==> src/rtl/uart_rx_pkg.sv <==
// Shared types and constants for the fabric-side UART receiver:
// engine states, register addresses, STATUS bit positions and the divider helper.
package uart_rx_pkg;

    typedef enum logic [2:0] {
        IDLE  = 3'd0,
        START = 3'd1,
        DATA  = 3'd2,
        STOP  = 3'd3,
        BREAK = 3'd4
    } uart_state_t;

    localparam logic [1:0] ADDR_DATA   = 2'd0;
    localparam logic [1:0] ADDR_STATUS = 2'd1;
    localparam logic [1:0] ADDR_CTRL   = 2'd2;

    localparam int STAT_EMPTY = 0;
    localparam int STAT_FULL  = 1;
    localparam int STAT_OVR   = 2;
    localparam int STAT_FERR  = 3;
    localparam int STAT_COUNT = 8;

    // Clocks per 16x oversample tick, rounded to nearest and never below 1.
    function automatic int calc_div(input int clk_hz, input int baud);
        int d;
        d = (clk_hz + baud * 8) / (baud * 16);
        if (d < 1) d = 1;
        return d;
    endfunction

endpackage

==> src/rtl/uart_rx_avs_if.sv <==
// Avalon-MM slave bus of the receiver, as seen from the HPS lightweight bridge.
// Handshake: avs_read/avs_write are single-cycle strobes with no waitrequest;
// avs_readdata is valid exactly one clock after the cycle avs_read was high.
interface uart_rx_avs_if;
    logic [1:0]  avs_address;
    logic        avs_read;
    logic [31:0] avs_readdata;
    logic        avs_write;
    logic [31:0] avs_writedata;

    modport master (
        output avs_address, avs_read, avs_write, avs_writedata,
        input  avs_readdata
    );

    modport slave (
        input  avs_address, avs_read, avs_write, avs_writedata,
        output avs_readdata
    );
endinterface

==> src/rtl/byte_fifo.sv <==
// Circular byte buffer with one extra pointer bit to tell full from empty.
// A push into a full buffer succeeds only when a pop frees a slot in the same cycle.
module byte_fifo #(
    parameter int  DEPTH = 16,
    localparam int AW    = $clog2(DEPTH)
) (
    input  logic        clk,
    input  logic        reset,
    input  logic        push,
    input  logic [7:0]  din,
    input  logic        pop,
    output logic [7:0]  dout,
    output logic        empty,
    output logic        full,
    output logic [AW:0] count
);

    logic [7:0]  mem [DEPTH];
    logic [AW:0] wptr;
    logic [AW:0] rptr;
    logic        do_pop;
    logic        do_push;

    assign count   = wptr - rptr;
    assign empty   = (wptr == rptr);
    assign full    = (wptr[AW] != rptr[AW]) && (wptr[AW-1:0] == rptr[AW-1:0]);
    assign do_pop  = pop & ~empty;
    assign do_push = push & (~full | do_pop);
    assign dout    = mem[rptr[AW-1:0]];

    always_ff @(posedge clk) begin
        if (reset) begin
            wptr <= '0;
            rptr <= '0;
        end else begin
            if (do_push) wptr <= wptr + 1'b1;
            if (do_pop)  rptr <= rptr + 1'b1;
        end
    end

    always_ff @(posedge clk) begin
        if (do_push) mem[wptr[AW-1:0]] <= din;
    end

endmodule

==> src/rtl/uart_rx_avs.sv <==
// 16x-oversampled UART receiver feeding a byte FIFO, drained by the HPS over Avalon-MM.
// Sticky OVR/FERR flags, IEN-gated level interrupt, engine state on fsm_state.
module uart_rx_avs
    import uart_rx_pkg::*;
#(
    parameter int CLK_HZ     = 50_000_000,
    parameter int BAUD       = 115200,
    parameter int FIFO_DEPTH = 16
) (
    input  logic           clk,
    input  logic           reset,
    input  logic           rx,
    uart_rx_avs_if.slave   avs,
    output logic           irq,
    output uart_state_t    fsm_state
);

    localparam int DIV   = calc_div(CLK_HZ, BAUD);
    localparam int DIV_W = (DIV > 1) ? $clog2(DIV) : 1;
    localparam int CW    = $clog2(FIFO_DEPTH) + 1;

    logic rx_m, rx_s, rx_s_d, fall;

    always_ff @(posedge clk) begin
        if (reset) begin
            rx_m   <= 1'b1;
            rx_s   <= 1'b1;
            rx_s_d <= 1'b1;
        end else begin
            rx_m   <= rx;
            rx_s   <= rx_m;
            rx_s_d <= rx_s;
        end
    end

    assign fall = rx_s_d & ~rx_s;

    uart_state_t      state, state_nxt;
    logic [DIV_W-1:0] div_cnt;
    logic [3:0]       tick_cnt;
    logic [2:0]       bit_cnt;
    logic [7:0]       shift_reg;
    logic             tick, mid, restart, shift_en, push, ferr_set;

    assign tick = (div_cnt == DIV_W'(DIV - 1));
    // tick_cnt wraps every 16 ticks, so mid-bit is the same count in every bit.
    assign mid  = tick && (tick_cnt == 4'd7);

    always_ff @(posedge clk) begin
        if (reset || restart) begin
            div_cnt  <= '0;
            tick_cnt <= '0;
            bit_cnt  <= '0;
        end else begin
            div_cnt <= tick ? '0 : div_cnt + 1'b1;
            if (tick)     tick_cnt <= tick_cnt + 1'b1;
            if (shift_en) bit_cnt  <= bit_cnt + 1'b1;
        end
    end

    always_ff @(posedge clk) begin
        if (reset)         shift_reg <= '0;
        else if (shift_en) shift_reg <= {rx_s, shift_reg[7:1]};
    end

    always_ff @(posedge clk) begin
        if (reset) state <= IDLE;
        else       state <= state_nxt;
    end

    always_comb begin
        state_nxt = state;
        restart   = 1'b0;
        shift_en  = 1'b0;
        push      = 1'b0;
        ferr_set  = 1'b0;
        case (state)
            IDLE: begin
                if (fall) begin
                    state_nxt = START;
                    restart   = 1'b1;
                end
            end
            START: begin
                if (mid) state_nxt = rx_s ? IDLE : DATA;
            end
            DATA: begin
                if (mid) begin
                    shift_en = 1'b1;
                    if (bit_cnt == 3'd7) state_nxt = STOP;
                end
            end
            STOP: begin
                if (mid) begin
                    if (rx_s) begin
                        push      = 1'b1;
                        state_nxt = IDLE;
                    end else begin
                        ferr_set  = 1'b1;
                        state_nxt = BREAK;
                    end
                end
            end
            BREAK: begin
                if (rx_s) state_nxt = IDLE;
            end
            default: state_nxt = IDLE;
        endcase
    end

    assign fsm_state = state;

    logic [7:0]    fifo_dout;
    logic          fifo_empty, fifo_full, pop;
    logic [CW-1:0] fifo_count;

    byte_fifo #(.DEPTH(FIFO_DEPTH)) u_fifo (
        .clk   (clk),
        .reset (reset),
        .push  (push),
        .din   (shift_reg),
        .pop   (pop),
        .dout  (fifo_dout),
        .empty (fifo_empty),
        .full  (fifo_full),
        .count (fifo_count)
    );

    logic        rd, wr, ovr, ferr, ien, ovr_set, ovr_clr, ferr_clr;
    logic [31:0] rd_mux, readdata_q;
    logic        unused_wdata;

    assign rd       = avs.avs_read;
    assign wr       = avs.avs_write & ~avs.avs_read;
    assign pop      = rd && (avs.avs_address == ADDR_DATA);
    // A pop in the same cycle frees the slot, so a full-buffer push is then not an overrun.
    assign ovr_set  = push & fifo_full & ~pop;
    assign ovr_clr  = wr && (avs.avs_address == ADDR_STATUS) && avs.avs_writedata[STAT_OVR];
    assign ferr_clr = wr && (avs.avs_address == ADDR_STATUS) && avs.avs_writedata[STAT_FERR];
    assign unused_wdata = ^{avs.avs_writedata[31:4], avs.avs_writedata[1]};

    always_comb begin
        rd_mux = '0;
        case (avs.avs_address)
            ADDR_DATA: begin
                rd_mux[8]   = ~fifo_empty;
                rd_mux[7:0] = fifo_empty ? 8'h00 : fifo_dout;
            end
            ADDR_STATUS: begin
                rd_mux[STAT_EMPTY]         = fifo_empty;
                rd_mux[STAT_FULL]          = fifo_full;
                rd_mux[STAT_OVR]           = ovr;
                rd_mux[STAT_FERR]          = ferr;
                rd_mux[STAT_COUNT +: CW]   = fifo_count;
            end
            ADDR_CTRL: rd_mux[0] = ien;
            default:   rd_mux = '0;
        endcase
    end

    always_ff @(posedge clk) begin
        if (reset) begin
            ovr        <= 1'b0;
            ferr       <= 1'b0;
            ien        <= 1'b0;
            irq        <= 1'b0;
            readdata_q <= '0;
        end else begin
            if (ovr_set)      ovr  <= 1'b1;
            else if (ovr_clr) ovr  <= 1'b0;
            if (ferr_set)      ferr <= 1'b1;
            else if (ferr_clr) ferr <= 1'b0;
            if (wr && (avs.avs_address == ADDR_CTRL)) ien <= avs.avs_writedata[0];
            irq <= ien & (~fifo_empty | ovr | ferr);
            if (rd) readdata_q <= rd_mux;
        end
    end

    assign avs.avs_readdata = readdata_q;

endmodule

==> src/flat_wrapper.sv <==
// flat-port wrapper written by rule: the top's interface ports become plain ports
module uart_rx_avs_flat import uart_rx_pkg::*;
#(
    parameter int CLK_HZ     = 50_000_000,
    parameter int BAUD       = 115200,
    parameter int FIFO_DEPTH = 16
)
  (clk, reset, rx, irq, fsm_state, avs_avs_address, avs_avs_read, avs_avs_write, avs_avs_writedata, avs_avs_readdata);
  uart_rx_avs_if avs_i ();
  input  logic clk;
  input  logic reset;
  input  logic rx;
  output logic irq;
  output uart_state_t fsm_state;
  input wire logic [$bits(avs_i.avs_address)-1:0] avs_avs_address;
  input wire logic [$bits(avs_i.avs_read)-1:0] avs_avs_read;
  input wire logic [$bits(avs_i.avs_write)-1:0] avs_avs_write;
  input wire logic [$bits(avs_i.avs_writedata)-1:0] avs_avs_writedata;
  output wire logic [$bits(avs_i.avs_readdata)-1:0] avs_avs_readdata;
  assign avs_i.avs_address = avs_avs_address;
  assign avs_i.avs_read = avs_avs_read;
  assign avs_i.avs_write = avs_avs_write;
  assign avs_i.avs_writedata = avs_avs_writedata;
  assign avs_avs_readdata = avs_i.avs_readdata;
  uart_rx_avs #(.CLK_HZ(CLK_HZ), .BAUD(BAUD), .FIFO_DEPTH(FIFO_DEPTH)) u_core (.clk(clk), .reset(reset), .rx(rx), .avs(avs_i), .irq(irq), .fsm_state(fsm_state));
endmodule
==> config.mk <==
export PLATFORM = sky130hd
export DESIGN_NAME = uart_rx_avs_flat
export DESIGN_NICKNAME = d
export VERILOG_FILES = /design/src/rtl/uart_rx_pkg.sv /design/src/rtl/uart_rx_avs_if.sv /design/src/rtl/byte_fifo.sv /design/src/rtl/uart_rx_avs.sv /design/src/flat_wrapper.sv
export SDC_FILE = /design/constraint.sdc
export NUM_CORES = 1
export LEC_CHECK = 0
export BUFFER_PORTS_ARGS = -buffer_cell sky130_fd_sc_hd__buf_2
export CORE_MARGIN = 2
export CORE_UTILIZATION = 45
export CTS_CLUSTER_SIZE = 10
export DETAILED_ROUTE_END_ITERATION = 8
export PLACE_DENSITY = 0.72
export SYNTH_ARGS = -nofsm -noshare
export SYNTH_HDL_FRONTEND = slang
export SYNTH_SLANG_ARGS = --single-unit
==> constraint.sdc <==
create_clock -name clk -period 4.76 [get_ports clk]
set_clock_uncertainty 0.1 [all_clocks]
set_input_delay 0 -clock clk [delete_from_list [all_inputs] [get_ports clk]]
set_output_delay 0 -clock clk [all_outputs]
set_load 0.02 [all_outputs]
==> results of run 1 <==
## worst register-to-register path: stages (launching register included)
cell	delay, ns
dfxtp_1	0.56
ha_1	0.36
and4_1	0.27
nand3_1	0.21
and3_1	0.32
nand2_1	0.17
nor2_1	0.76
## through the flow
| stage | setup slack [ns] | instance area [um2] |
|---|---|---|
| finish | 1.64 | 8640 |
| floorplan | 2.11 | 7680 |
| global placement | 1.68 | 7880 |
| detailed placement | 1.63 | 7880 |
| CTS | 1.61 | 8640 |
| global route | 1.42 | 8640 |
## path summary, 6_finish.rpt
| kind | from | to | slack (ns) |
|---|---|---|---|
| worst max-delay path | u_core.u_fifo.wptr[2] | u_core.u_fifo.mem[4][3] | 1.64 |
| worst min register to register | u_core.rx_m | u_core.rx_s | 0.32 |
| worst min-delay path | rx | u_core.rx_m | 0.19 |
| worst max register to register | u_core.u_fifo.wptr[2] | u_core.u_fifo.mem[4][3] | 1.64 |
## kinds of logic (layout without fill, tap and decap cells)
logic type / Yosys count / after routing / share of synthesized area
compound gates: 46 / 46 / 0.0398
xor+xnor: 18 / 18 / 0.0207
fa+ha+maj: 15 / 15 / 0.0256
buf+inv: 54 / 93 / 0.0396
flops: 185 / 185 / 0.655
mux: 59 / 59 / 0.129
other cells: 1 / 19 / 0.000493
simple gates: 134 / 134 / 0.0896
## metal layers
metal / global-route usage / wire length (um) / up-vias
li1: - / - / 1960
met1: 0.225 / 6500 / 2169
met2: 0.279 / 7340 / 141
met3: 0.0484 / 788 / 8
met4: 0.0409 / 88 / 0
met5: 0 / 0 / -
## report_power, final
part | switching (uW) | total (uW) | leakage, uW | internal, uW
Clock | 635 | 1430 | 0.000298 | 797
Combinational | 36.5 | 55.2 | 0.00111 | 18.8
Sequential | 5.16 | 1710 | 0.00165 | 1700
Total | 676 | 3190 | 0.00305 | 2520
## placed cells by master (no fill, tap or decap), types with 5 or more instances in the layout
cell	n
nor2b_1	6
conb_1	19
inv_1	14
nand3_1	11
clkbuf_16	17
ha_1	14
inv_8	5
nand2_1	21
buf_4	5
buf_2	26
a21oi_1	16
dlygate4sd3_1	15
nor2_1	58
mux2i_1	26
o21ai_0	6
edfxtp_1	128
nand4_1	6
xor2_1	9
nor3_1	6
xnor2_1	9
dfxtp_1	56
mux4_2	30
## cell type report
cell class                      count  area, um2
Timing Repair Buffer               46        318
Tap cell                          220        275
Clock buffer                       17        425
Clock inverter                     15        181
Fill cell                        1332       7940
Sequential cell                   185       4990
Inverter                           15       56.3
Multi-Input combinational cell    291       2400
==> results.json, run 1 <==
{
  "largest_reg_flops": 128,
  "clkLatencyLatePin_ns": 0.43,
  "htreeDepth": 4,
  "hold_class": "input pin to register",
  "dp.cells": 742,
  "cts_tree": "built",
  "wl_um": 14700,
  "status": "complete, no violations",
  "synth_common_cells": "128 x edfxtp_1, 58 x nor2_1, 57 x dfxtp_1",
  "die_h_um": 134,
  "rsz0062_at_grt": "no",
  "die_w_um": 134,
  "ir_drop_v": 0.000295,
  "fin_nets": 610,
  "grt_pass1_wl_um": 22800,
  "drv_cap": 0,
  "rr_worst_depth": 6,
  "setup_viol": 0,
  "vias": 4278,
  "grt_overflow_total": 0,
  "synth-main-ff-cell": "edfxtp_1",
  "drc_errors": 0,
  "dp_hpwl_um": 9490,
  "firstDrtPassIters": 5,
  "syn-cell-area_um2": 7610,
  "ys_async_sr_fraction": 0,
  "synth-seq-cells": 185,
  "ys_seq_area_frac": 0.655,
  "maxSlewHeadroom": 0.312,
  "synthTopCellsByArea": "edfxtp_1 50%, dfxtp_1 15%, mux4_2 8.9%, mux2i_1 3.4%, nor2_1 2.9%",
  "antenna_found_initial": 0,
  "slowest_stage": "nor2_1",
  "worst_slew_pin_slew_ns": 1.03,
  "synth.avg_cell_area_um2": 14.9,
  "worstPathArrival_ns": 3.07,
  "final_core_util": 0.521,
  "die_area_um2": 18000,
  "hold_buffers": 15,
  "power.density_nw_per_um2": 370,
  "area_growth_pct": 13.5,
  "ctsResizeCount": 0,
  "power_uw": 3190,
  "track_usage": 0.170,
  "ant_nets": 0,
  "crit_type": "register to register",
  "drt-vias-per-instance": 5.42,
  "synth_top_area_cell": "edfxtp_1",
  "hold_path_depth": 3,
  "layout.cells.non_filler": 789,
  "grt_max_degree": 41,
  "clk_pin_slew_ns": 0.07,
  "grt_pass1_vias": 4156,
  "ys_types": 56,
  "cpLargestDelayFamily": "simple AND/OR/NAND/NOR gates",
  "wl_per_cell_um": 18.7,
  "synth_edf_count": 128,
  "cts_sinks": 185,
  "critPathLaunchType": "register",
  "hold_viol_final": 0,
  "post_synth_inst_count": 512,
  "gp_congestion": 0.818,
  "critPathBufInv": 0,
  "cellLeakagePower_uw": 0.00305,
  "port_buffers": 26,
  "cts_setup_buffers": 0,
  "clockBufferDepth": 2,
  "critical_path_required_ns": 4.71,
  "period_share": 0.656,
  "cts_made_buffers": 17,
  "drive_gt1_frac": 0.188,
  "finalSetupTns_ns": 0,
  "first_iter_violations": 363,
  "diodes": 0,
  "synth.most_common_cell": "edfxtp_1",
  "num_rows": 47,
  "path_cells": "ha_1 -> and4_1 -> nand3_1 -> and3_1 -> nand2_1 -> nor2_1",
  "initial_core_util": 0.459,
  "max_freq_mhz": 320,
  "period_minus_slack_ns": 3.12,
  "hold_ws_ns": 0.191,
  "drv_slew": 0,
  "cts-root-buf": "clkbuf_16",
  "coreArea_um2": 16600,
  "worst-path-stages": 6,
  "cp_max_fo": 11,
  "end_kind": "register",
  "critPathMaxStageDelay_ns": 0.75,
  "pin_count": 75,
  "synth_warnings": 0,
  "synth_top_cell_area_share": 0.505
}
Power figures use the tool's default switching activity.
==> run 2: changes to the inputs <==
--- a/config.mk
+++ b/config.mk
@@ -5,12 +5,13 @@
 export SDC_FILE = /design/constraint.sdc
 export NUM_CORES = 1
 export LEC_CHECK = 0
+export ABC_AREA = 1
 export BUFFER_PORTS_ARGS = -buffer_cell sky130_fd_sc_hd__buf_2
 export CORE_MARGIN = 2
 export CORE_UTILIZATION = 45
 export CTS_CLUSTER_SIZE = 10
 export DETAILED_ROUTE_END_ITERATION = 8
-export PLACE_DENSITY = 0.72
+export PLACE_DENSITY = 0.75
 export SYNTH_ARGS = -nofsm -noshare
 export SYNTH_HDL_FRONTEND = slang
 export SYNTH_SLANG_ARGS = --single-unit
==> constraint.sdc (replaced) <==
create_clock -name clk -period 2.5 [get_ports clk]
set_clock_uncertainty 0.1 [all_clocks]
set_input_delay 0 -clock clk [delete_from_list [all_inputs] [get_ports clk]]
set_output_delay 0 -clock clk [all_outputs]
set_load 0.02 [all_outputs]
==> run 2 against run 1 <==
Global-route usage increased by 1.5 points. Clock-buffer cell count increased by 10. Largest power group unchanged. Worst setup slack got worse by 1.5 ns. Critical endpoint is now u_core.avs.avs_readdata[0]. Sequential power increased by 92%. Hold slack improved by 0.0077 ns. Final cell count increased by 33%. First-iteration DRC count increased by 22%. Area after synthesis increased by 3.2%.
==> results.json, run 2 <==
{
  "critPathBufInv": 3,
  "htreeDepth": 4,
  "hold_viol_final": 0,
  "firstDrtPassIters": 5,
  "wl_per_cell_um": 15.9,
  "min-delay-start": "rx",
  "hold_class": "input pin to register",
  "synth_edf_count": 128,
  "max_freq_mhz": 428,
  "comb_power_share": 0.046,
  "period_minus_slack_ns": 2.34,
  "die_h_um": 136,
  "die_area_um2": 18500,
  "dp.cells": 994,
  "status": "complete, no violations",
  "drv_cap": 0,
  "clockBufferDepth": 2,
  "clk_pin_slew_ns": 0.06,
  "synth_top_cell_area_share": 0.489,
  "synth_common_cells": "128 x edfxtp_1, 118 x nand2_1, 104 x nor2_1",
  "cts-root-buf": "clkbuf_16",
  "clkLatencyLatePin_ns": 0.43,
  "pin_count": 75,
  "largest_reg_flops": 128,
  "drc_errors": 0,
  "antenna_found_initial": 0,
  "dp_hpwl_um": 10700,
  "p_sw_uw": 1300,
  "synthTopCellsByArea": "edfxtp_1 49%, dfxtp_1 15%, nand2_1 5.6%, nor2_1 5.0%, nand3_1 4.3%",
  "slowest_stage": "dlygate4sd3_1",
  "port_buffers": 26,
  "drive_gt1_frac": 0.135,
  "ir_drop_v": 0.000648,
  "maxSlewHeadroom": 0.470,
  "critical_path_required_ns": 2.76,
  "synth_top_area_cell": "edfxtp_1",
  "track_usage": 0.184,
  "cts_sinks": 185,
  "syn-cell-area_um2": 7860,
  "critPathMaxStageDelay_ns": 0.55,
  "ant_nets": 0,
  "crit_type": "register to register",
  "drv_slew": 0,
  "synth_warnings": 0,
  "grt_pass1_vias": 5080,
  "worstPathArrival_ns": 2.60,
  "path_cells": "inv_6 -> buf_12 -> nand2_1 -> nand3_1 -> nand3_1 -> nand2_1 -> nand2_1 -> nand2_1 -> nand2_1 -> nand2_1 -> nand2_1 -> dlygate4sd3_1 -> a21oi_1",
  "rr_worst_depth": 13,
  "cp_max_fo": 32,
  "hold_path_depth": 3,
  "clock_power_share": 0.457,
  "synth.most_common_cell": "edfxtp_1",
  "p_int_uw": 5290,
  "cts_tree": "built",
  "synth-main-ff-cell": "edfxtp_1",
  "power.share.sequential": 0.498,
  "setup_viol": 0,
  "period_share": 0.935,
  "placed_area_um2": 8230,
  "sw_frac_of_total": 0.198,
  "fin_nets": 862,
  "ys_async_sr_fraction": 0,
  "design_area_um2": 9160,
  "drt-vias-per-instance": 5.27,
  "power.density_nw_per_um2": 720,
  "ys_types": 37,
  "coreArea_um2": 17200,
  "wl_um": 16700,
  "first_iter_violations": 444,
  "diodes": 0,
  "layout.cells.non_filler": 1046,
  "cts_made_buffers": 17,
  "area_growth_pct": 16.6,
  "fillers": 1432,
  "critPathLaunchType": "register",
  "cellLeakagePower_uw": 0.00338,
  "finalSetupTns_ns": 0,
  "regToRegSetupSlack_ns": 0.16,
  "grt_pass1_wl_um": 25900,
  "rsz0062_at_grt": "no",
  "ys_seq_area_frac": 0.635,
  "final_cell_mix": "128 x edfxtp_1, 118 x nand2_1, 103 x nor2_1",
  "cpMostUsedCell": "nand2_1",
  "grt_max_degree": 45,
  "cpLargestDelayFamily": "buffers and inverters",
  "synth.avg_cell_area_um2": 10.5,
  "post_synth_inst_count": 751,
  "worst_slew_pin_slew_ns": 0.793,
  "final_common_cell": "edfxtp_1",
  "synth-seq-cells": 185,
  "end_kind": "register",
  "hold_end": "u_core.rx_m",
  "vias": 5508,
  "reg2reg_to": "u_core.avs.avs_readdata[0]",
  "initial_core_util": 0.457,
  "die_w_um": 136,
  "grt_overflow_total": 0,
  "gp_congestion": 0.851,
  "num_rows": 48
}
[run 2: cell types whose count changed after synthesis, moves of 5 or more]
cell and change:
o211ai_1 +24, nor2_1 +46, mux4_2 -30, o21ai_0 +49, xnor2_1 -8, inv_1 +22
mux2i_1 -26, nand2_1 +97, nand3_1 +56, nor2b_1 -6, clkbuf_1 +5, buf_2 +6
inv_2 +5, a21oi_1 +27
[run 2: final cells by class]
type	count	area, um2	share of cell area
timing repair buffer	71	543	0.0593
tap	225	282	0.0307
inverter	42	171	0.0187
sequential	185	4990	0.544
multi-input combinational	491	2500	0.273
clock buffer	27	557	0.0608
clock inverter	5	125	0.0137
[run 2: timing repair]
item,4_1_cts,5_1_grt
hold endpoints to repair,30,0
resized for setup,0,12
hold buffers,16,0
setup endpoints to repair,0,4
setup buffers,0,4
[run 2: logic make-up (layout without fill, tap and decap cells)]
| group | after synthesis | in the layout | share of synthesized area |
|---|---|---|---|
| adder cells (fa/ha/maj) | 15 | 15 | 0.0248 |
| XOR/XNOR | 9 | 9 | 0.0100 |
| buffers and inverters | 93 | 145 | 0.0586 |
| AND/OR/NAND/NOR | 318 | 318 | 0.179 |
| other | 1 | 19 | 0.000477 |
| AO/OA/AOI/OAI | 130 | 130 | 0.0921 |
| flip-flops | 185 | 185 | 0.635 |
[run 2: power groups by stage]
stage                     Clock, uW  Combinational [uW]  Sequential, uW
after floorplan                   0                 218            3360
after global placement            0                 277            3350
after detailed placement          0                 281            3350
after CTS                      3040                 296            3280
after global routing           3160                 338            3280
final                          3010                 301            3280
[run 2: metrics by stage]
step	total power, uW	utilization	setup slack [ns]	hold slack [ns]
6_report	6590	0.533	0.161	0.199
4_1_cts	6610	0.528	0.0185	0.192
3_3_place_gp	3620	0.479	0.297	0.0856
3_5_place_dp	3630	0.479	0.255	0.0897
5_1_grt	6780	0.533	0.0142	0.192
2_1_floorplan	3580	-	0.219	0.00381
[run 2: worst reg2reg max path, stage by stage, from the launching register on]
cell           delay (ns)
dfxtp_2              0.36
inv_6                0.17
buf_12               0.22
nand2_1              0.08
nand3_1              0.09
nand3_1              0.08
nand2_1              0.09
nand2_1              0.10
nand2_1              0.15
nand2_1              0.06
nand2_1              0.05
nand2_1              0.04
dlygate4sd3_1        0.55
a21oi_1              0.11
[run 2: worst max path at each step]
| stage | from | end | cells past startpoint |
|---|---|---|---|
| after floorplan | u_core.div_cnt[0] | u_core.u_fifo.mem[15][0] | 8 |
| after global placement | u_core.div_cnt[0] | u_core.u_fifo.mem[5][0] | 9 |
| after detailed placement | u_core.div_cnt[0] | u_core.u_fifo.mem[12][2] | 9 |
| after CTS | u_core.u_fifo.rptr[2] | u_core.ovr | 11 |
| after global routing | u_core.u_fifo.rptr[3] | u_core.ovr | 11 |
| final | register | u_core.avs.avs_readdata[0] | 13 |
[run 2: layer usage]
metal	global-route usage	up-vias	routed length [um]
met2	0.302	192	8020
met5	0	-	0
met4	0.0677	0	413
met3	0.0403	28	959
li1	-	2680	-
met1	0.241	2608	7280
